==> src/rtl/vga_pkg.sv <==
// Shared constants and scheduler state encoding for the VRAM access path.
// Frame geometry, pixel/address widths and the sched_st_e enum.
package vga_pkg;

  localparam int unsigned H_PIX     = 128;
  localparam int unsigned V_PIX     = 96;
  localparam int unsigned FRAME_PIX = H_PIX * V_PIX;
  localparam int unsigned DATA_W    = 3;
  localparam int unsigned ADDR_W    = 14;
  localparam int unsigned RC_W      = 7;

  typedef enum logic [1:0] {
    S_IDLE    = 2'd0,
    S_DISP_RD = 2'd1,
    S_HOST_WR = 2'd2,
    S_HOST_RD = 2'd3
  } sched_st_e;

endpackage

==> src/rtl/vram_addr_calc.sv <==
// Scaled row/col to linear VRAM address plus in-range flag (combinational).
// Ports: i_row, i_col in; o_addr = row*H_PIX+col (shift/or), o_ok = in frame.
module vram_addr_calc
  import vga_pkg::*;
(
  input  logic [RC_W-1:0]   i_row,
  input  logic [RC_W-1:0]   i_col,
  output logic [ADDR_W-1:0] o_addr,
  output logic              o_ok
);

  localparam int unsigned SH = $clog2(H_PIX);

  logic w_row_ok;
  logic w_col_ok;

  // H_PIX is a power of two, so row*H_PIX+col is a shift and an or.
  assign o_addr = ADDR_W'((32'(i_row) << SH) | 32'(i_col));

  assign w_row_ok = 32'(i_row) < V_PIX;
  assign w_col_ok = 32'(i_col) < H_PIX;
  assign o_ok     = w_row_ok & w_col_ok;

endmodule

==> src/rtl/vram_access_scheduler.sv <==
// Single-port VRAM arbiter: display fetch always wins, host uses free slots.
// Ports: clk/reset, disp_* fetch, host_* valid/ready port, mem_* VRAM side.
// Optional macro HOST_READ_EN enables host reads (else host is write-only).
module vram_access_scheduler
  import vga_pkg::*;
(
  input  logic              clk,
  input  logic              reset,
  input  logic              disp_req,
  input  logic [RC_W-1:0]   disp_row,
  input  logic [RC_W-1:0]   disp_col,
  output logic [DATA_W-1:0] disp_data,
  output logic              disp_valid,
  input  logic              host_valid,
  output logic              host_ready,
  input  logic              host_we,
  input  logic [ADDR_W-1:0] host_addr,
  input  logic [DATA_W-1:0] host_wdata,
  output logic [DATA_W-1:0] host_rdata,
  output logic              host_rvalid,
  output logic              host_err,
  output logic              mem_en,
  output logic              mem_we,
  output logic [ADDR_W-1:0] mem_addr,
  output logic [DATA_W-1:0] mem_wdata,
  input  logic [DATA_W-1:0] mem_rdata
);

  sched_st_e         r_state;
  sched_st_e         w_nxt;
  logic [ADDR_W-1:0] w_disp_addr;
  logic [ADDR_W-1:0] w_nxt_addr;
  logic [ADDR_W-1:0] r_mem_addr;
  logic [DATA_W-1:0] w_nxt_wdata;
  logic [DATA_W-1:0] r_mem_wdata;
  logic              w_disp_ok;
  logic              w_host_ok;
  logic              w_nxt_ok;
  logic              r_mem_en;
  logic              r_mem_we;
  logic              r_ok;
  logic              r_rsp_disp;
  logic              r_rsp_ok;
  logic              r_err;

  vram_addr_calc u_calc (
    .i_row  (disp_row),
    .i_col  (disp_col),
    .o_addr (w_disp_addr),
    .o_ok   (w_disp_ok)
  );

  assign w_host_ok  = 32'(host_addr) < FRAME_PIX;
  assign host_ready = ~disp_req & ~reset;

  always_comb begin
    w_nxt       = S_IDLE;
    w_nxt_addr  = r_mem_addr;
    w_nxt_wdata = r_mem_wdata;
    w_nxt_ok    = 1'b0;
    unique case (1'b1)
      disp_req: begin
        w_nxt      = S_DISP_RD;
        w_nxt_addr = w_disp_addr;
        w_nxt_ok   = w_disp_ok;
      end
      (~disp_req & host_valid): begin
`ifdef HOST_READ_EN
        w_nxt = host_we ? S_HOST_WR : S_HOST_RD;
`else
        w_nxt = S_HOST_WR;
`endif
        w_nxt_addr  = host_addr;
        w_nxt_wdata = host_wdata;
        w_nxt_ok    = w_host_ok;
      end
      default: ;
    endcase
  end

  always_ff @(posedge clk) begin
    if (reset) begin
      r_state     <= S_IDLE;
      r_mem_en    <= 1'b0;
      r_mem_we    <= 1'b0;
      r_mem_addr  <= '0;
      r_mem_wdata <= '0;
      r_ok        <= 1'b0;
      r_rsp_disp  <= 1'b0;
      r_rsp_ok    <= 1'b0;
      r_err       <= 1'b0;
    end else begin
      r_state     <= w_nxt;
      r_mem_en    <= (w_nxt != S_IDLE) & w_nxt_ok;
      r_mem_we    <= (w_nxt == S_HOST_WR) & w_nxt_ok;
      r_mem_addr  <= w_nxt_addr;
      r_mem_wdata <= w_nxt_wdata;
      r_ok        <= w_nxt_ok;
      // Response tag: what the VRAM returns next cycle belongs to.
      r_rsp_disp  <= r_state == S_DISP_RD;
      r_rsp_ok    <= r_ok;
      if (host_valid & host_ready & ~w_host_ok)
        r_err <= 1'b1;
    end
  end

  assign mem_en     = r_mem_en;
  assign mem_we     = r_mem_we;
  assign mem_addr   = r_mem_addr;
  assign mem_wdata  = r_mem_wdata;
  assign host_err   = r_err;
  assign disp_valid = r_rsp_disp;
  // Out-of-range fetches never touched the VRAM: return black.
  assign disp_data  = (r_rsp_disp & r_rsp_ok) ? mem_rdata : '0;

`ifdef HOST_READ_EN
  logic r_rsp_host;

  always_ff @(posedge clk) begin
    if (reset)
      r_rsp_host <= 1'b0;
    else
      r_rsp_host <= r_state == S_HOST_RD;
  end

  assign host_rvalid = r_rsp_host;
  assign host_rdata  = (r_rsp_host & r_rsp_ok) ? mem_rdata : '0;
`else
  logic w_unused_we;

  assign w_unused_we = host_we;
  assign host_rvalid = 1'b0;
  assign host_rdata  = '0;
`endif

endmodule

==> config.mk <==
export PLATFORM = sky130hd
export DESIGN_NAME = vram_access_scheduler
export DESIGN_NICKNAME = d
export VERILOG_FILES = /design/src/rtl/vga_pkg.sv /design/src/rtl/vram_addr_calc.sv /design/src/rtl/vram_access_scheduler.sv
export SDC_FILE = /design/constraint.sdc
export NUM_CORES = 1
export LEC_CHECK = 0
export CORE_MARGIN = 3
export CORE_UTILIZATION = 29
export CTS_CLUSTER_DIAMETER = 150
export CTS_CLUSTER_SIZE = 8
export DETAILED_ROUTE_END_ITERATION = 16
export HOLD_SLACK_MARGIN = 0.15
export PLACE_DENSITY_LB_ADDON = 0.3
export SYNTH_ARGS = -nofsm -noshare
export SYNTH_HDL_FRONTEND = slang
export SYNTH_SLANG_ARGS = --single-unit
==> constraint.sdc <==
create_clock -name clk -period 1.1 [get_ports clk]
set_input_delay 0.11 -clock clk [delete_from_list [all_inputs] [get_ports clk]]
set_output_delay 0.11 -clock clk [all_outputs]
set_load 0.01 [all_outputs]
==> report_table.html <==
<table>
<tr><th>Metric</th><th>Value</th></tr>
<tr><th colspan="2">Critical path</th></tr>
<tr><td>Kind of critical path</td><td>flip-flop to primary output</td></tr>
<tr><td>Kind of capture point of the worst setup path</td><td>primary output</td></tr>
<tr><td>Req. time, crit path</td><td>0.99 ns</td></tr>
<tr><td>Maximum fanout encountered on the critical timing path</td><td>4</td></tr>
<tr><td>Critical path launch point type</td><td>flip-flop</td></tr>
<tr><td>Arr. time, crit path</td><td>0.95 ns</td></tr>
<tr><th colspan="2">Floorplan</th></tr>
<tr><td>Effective utilization at floorplan</td><td>0.307</td></tr>
<tr><td>IO Count</td><td>68</td></tr>
<tr><td>Die W</td><td>66.0 microns</td></tr>
<tr><td>Standard-cell rows</td><td>21</td></tr>
<tr><td>Die footprint</td><td>4350 sq um</td></tr>
<tr><td>Height of the die</td><td>66.0 microns</td></tr>
<tr><td>Core area</td><td>3390 sq um</td></tr>
<tr><th colspan="2">Synthesis</th></tr>
<tr><td>Area fraction of the dominant cell type after synthesis</td><td>0.480</td></tr>
<tr><td>Most area-consuming cells after synthesis</td><td>sky130_fd_sc_hd__dfxtp_1 48%, sky130_fd_sc_hd__mux2i_1 16%, sky130_fd_sc_hd__a211oi_1 10%, sky130_fd_sc_hd__nor2_1 7.6%, sky130_fd_sc_hd__buf_4 2.9%</td></tr>
<tr><td>Post-synth top area cell</td><td>sky130_fd_sc_hd__dfxtp_1</td></tr>
<tr><td>Flip-flop and latch count after synthesis</td><td>25</td></tr>
<tr><td>Mapped cell area</td><td>1040 sq um</td></tr>
<tr><td>Sequential-to-total area share from yosys stat</td><td>0.480</td></tr>
<tr><td>Post-Synthesis Mean Instance Area</td><td>10.2 sq um</td></tr>
<tr><td>Gate count after technology mapping</td><td>102</td></tr>
<tr><td>Distinct cell type count of the synthesized netlist</td><td>19</td></tr>
<tr><td>Yosys Warn Count</td><td>0</td></tr>
<tr><th colspan="2">Routing</th></tr>
<tr><td>Wire length per cell after detailed routing</td><td>12.6 microns</td></tr>
<tr><td>DRC violation count after routing</td><td>0</td></tr>
<tr><td>Antenna-violating nets left</td><td>0</td></tr>
<tr><td>WL final</td><td>2.71 mm</td></tr>
<tr><td>Met3 WL post-DR</td><td>197 microns</td></tr>
<tr><td>Via count of the routed design</td><td>950</td></tr>
<tr><td>Length of routed wiring on met1</td><td>1.07 mm</td></tr>
<tr><td>Highest metal used</td><td>met4</td></tr>
<tr><td>Iteration-0 DRC Markers</td><td>24</td></tr>
<tr><td>Metal2 WL</td><td>1.42 mm</td></tr>
<tr><td>Length of the first detailed-routing pass in iterations</td><td>4</td></tr>
<tr><td>Via-per-instance ratio</td><td>4.44</td></tr>
<tr><th colspan="2">Outcome</th></tr>
<tr><td>Result of the run</td><td>complete, no violations</td></tr>
<tr><th colspan="2">Clocking</th></tr>
<tr><td>Largest buffer count on any clock path</td><td>2</td></tr>
<tr><td>H-tree depth reported by CTS</td><td>1</td></tr>
<tr><td>Number of buffers added by the clock tree synthesis step</td><td>3</td></tr>
<tr><td>Quantity of hold-fixing buffers added after cts</td><td>0</td></tr>
<tr><td>Quantity of gates resized following cts</td><td>37</td></tr>
<tr><td>Latest clock arrival within the worst-skew pair</td><td>0.31 ns</td></tr>
<tr><td>Clock tree sinks</td><td>25</td></tr>
<tr><td>Root Driver</td><td>sky130_fd_sc_hd__clkbuf_4</td></tr>
<tr><td>Worst-path clk slew</td><td>0.14 ns</td></tr>
<tr><td>CTS tree</td><td>built</td></tr>
<tr><td>Setup Fix Bufs, Post-CTS</td><td>0</td></tr>
<tr><th colspan="2">Power</th></tr>
<tr><td>Static leakage</td><td>0.807 nW</td></tr>
<tr><td>Peak VDD IR</td><td>0.503 mV</td></tr>
<tr><td>Clock network fraction of total power</td><td>0.221</td></tr>
<tr><td>Proportion of total power due to net switching</td><td>0.254</td></tr>
<tr><td>Part of the power in registers</td><td>0.545</td></tr>
<tr><td>Internal Pwr Total</td><td>1.36 mW</td></tr>
<tr><td>Share of power burned in combinational logic</td><td>0.234</td></tr>
<tr><td>Power spent charging and discharging nets</td><td>0.464 mW</td></tr>
<tr><td>Cell area power density</td><td>1050 nW/um^2</td></tr>
<tr><th colspan="2">Layout</th></tr>
<tr><td>Commonest cells after routing, fill and taps aside</td><td>37 x sky130_fd_sc_hd__clkdlybuf4s50_1, 21 x sky130_fd_sc_hd__nor2_1, 18 x sky130_fd_sc_hd__dfxtp_1, 17 x sky130_fd_sc_hd__mux2i_1, 17 x sky130_fd_sc_hd__dlygate4sd2_1</td></tr>
<tr><td>Commonest non-fill, non-tap cell in the layout</td><td>sky130_fd_sc_hd__clkdlybuf4s50_1</td></tr>
<tr><td>Post-route core utilization</td><td>0.512</td></tr>
<tr><td>Final standard cell count with taps included and fillers excluded</td><td>214</td></tr>
<tr><td>Area growth from synthesis to final layout</td><td>66.6%</td></tr>
<tr><td>Layout cell share with drive strength beyond 1</td><td>0.161</td></tr>
<tr><td>Total number of nets in the final design</td><td>208</td></tr>
<tr><td>Final antenna diode count</td><td>0</td></tr>
<tr><th colspan="2">GRT</th></tr>
<tr><td>Global-route total usage across every layer</td><td>0.122</td></tr>
<tr><td>Pin count of the biggest net entering global routing</td><td>24</td></tr>
<tr><td>Global-route wire length before repair</td><td>4.12 mm</td></tr>
<tr><td>Via count of the first global-routing pass</td><td>900</td></tr>
<tr><td>Number of antenna violations at the first check in global routing</td><td>0</td></tr>
<tr><td>Remaining global-route overflow</td><td>0</td></tr>
<tr><th colspan="2">Timing</th></tr>
<tr><td>Final count of negative-setup-slack endpoints</td><td>0</td></tr>
<tr><td>Setup repair after global routing missed its margin</td><td>true</td></tr>
<tr><td>Final hold viol count</td><td>0</td></tr>
<tr><td>Fmax</td><td>946 MHz</td></tr>
<tr><td>Worst Skew</td><td>0.00641 ns</td></tr>
<tr><td>Final period utilization</td><td>0.961</td></tr>
<tr><td>Post-route minimum period</td><td>1.06 ns</td></tr>
<tr><td>Pins Over Slew Limit</td><td>0</td></tr>
<tr><th colspan="2">Hold path</th></tr>
<tr><td>Min-Delay Path Class</td><td>primary input to flip-flop</td></tr>
<tr><th colspan="2">Placement</th></tr>
<tr><td>PortBufs</td><td>62</td></tr>
<tr><td>Cell count after placement</td><td>210</td></tr>
<tr><td>Total half-perimeter wirelength after legalization and detailed placement</td><td>2.12 mm</td></tr>
<tr><td>Gp weighted congestion</td><td>0.710</td></tr>
<tr><th colspan="2">Job</th></tr>
<tr><td>Count of max-cap constraint violations</td><td>0</td></tr>
</table>
-- layout make-up --
cell class | count | area, sq um
repair buffers | 71 | 678
clock inverters | 1 | 5.00
inverters | 1 | 3.75
flip-flops and latches | 25 | 509
fillers | 319 | 1650
multi-input cells | 67 | 460
clock buffers | 3 | 22.5
well taps | 46 | 57.6
-- power by group through the flow --
stage          clock network (mW)  logic, mW  registers [mW]
2_1_floorplan                   0      0.163            1.03
3_5_place_dp                    0      0.464            1.01
6_report                    0.403      0.426           0.995
5_1_grt                     0.457      0.461            1.00
3_3_place_gp                    0      0.457            1.01
4_1_cts                     0.425      0.430           0.993
-- cell families after synthesis --
kind of cell | share of synthesized area
AND/OR/NAND/NOR | 0.116
flip-flops | 0.480
AO/OA/AOI/OAI | 0.143
multiplexers | 0.163
other | 0.00360
buffers and inverters | 0.0936
-- flip-flops by register name, indices dropped and copies added (netlist names) --
name and flops:
mem_addr 14, mem_wdata 3, r_state 2, disp_valid 1, host_err 1, mem_en 1, mem_we 1, r_ok 1
r_rsp_ok 1
-- routing by layer --
layer / up-vias / GRT usage
met4: 0 / 0.0305
met3: 2 / 0.0323
li1: 480 / -
met1: 435 / 0.144
met5: - / 0
met2: 33 / 0.218
-- cell usage after synthesis (all sizes together) --
library cell / n
nand2b: 1
a211oi: 15
buf: 9
mux2i: 17
nor2b: 1
and3: 3
a21o: 2
clkbuf: 3
nand2: 1
nor3b: 1
a41oi: 1
dfxtp: 25
nor2: 21
conb: 1
inv: 1
-- path summary, 6_finish.rpt --
| check | slack, ns | to | startpoint | cells after the start |
|---|---|---|---|---|
| hold / removal | 0.35 | mem_addr[7]$_SDFFE_PP0P_ | disp_row[0] | 3 |
| setup reg to reg | 0.36 | mem_addr[1]$_SDFFE_PP0P_ | mem_addr[1]$_SDFFE_PP0P_ | 2 |
| hold reg to reg | 0.40 | disp_valid$_SDFF_PP0_ | r_state[1]$_SDFF_PP0_ | 1 |
| setup / recovery | 0.04 | disp_data[2] | disp_valid$_SDFF_PP0_ | 2 |
-- critical path, cell delays in order (launching register included) --
cell                      delay (ns)
sky130_fd_sc_hd__dfxtp_2        0.35
sky130_fd_sc_hd__and3_1         0.16
sky130_fd_sc_hd__buf_2          0.14
-- per-stage QoR --
| step | setup slack (ns) | setup TNS, ns | hold WS [ns] | power, mW | cell area, sq um |
|---|---|---|---|---|---|
| 3_5_place_dp | -0.269 | -5.46 | 0.383 | 1.48 | 1730 |
| 2_1_floorplan | 0.332 | 0 | 0.182 | 1.20 | 1050 |
| 6_report | 0.0427 | 0 | 0.349 | 1.82 | 1740 |
| 3_3_place_gp | -0.250 | -5.33 | 0.380 | 1.47 | 1730 |
| 4_1_cts | 0.0263 | 0 | 0.353 | 1.85 | 1720 |
| 5_1_grt | -0.0159 | -0.0298 | 0.356 | 1.92 | 1740 |
No activity file was read; power rests on OpenSTA's default activity.
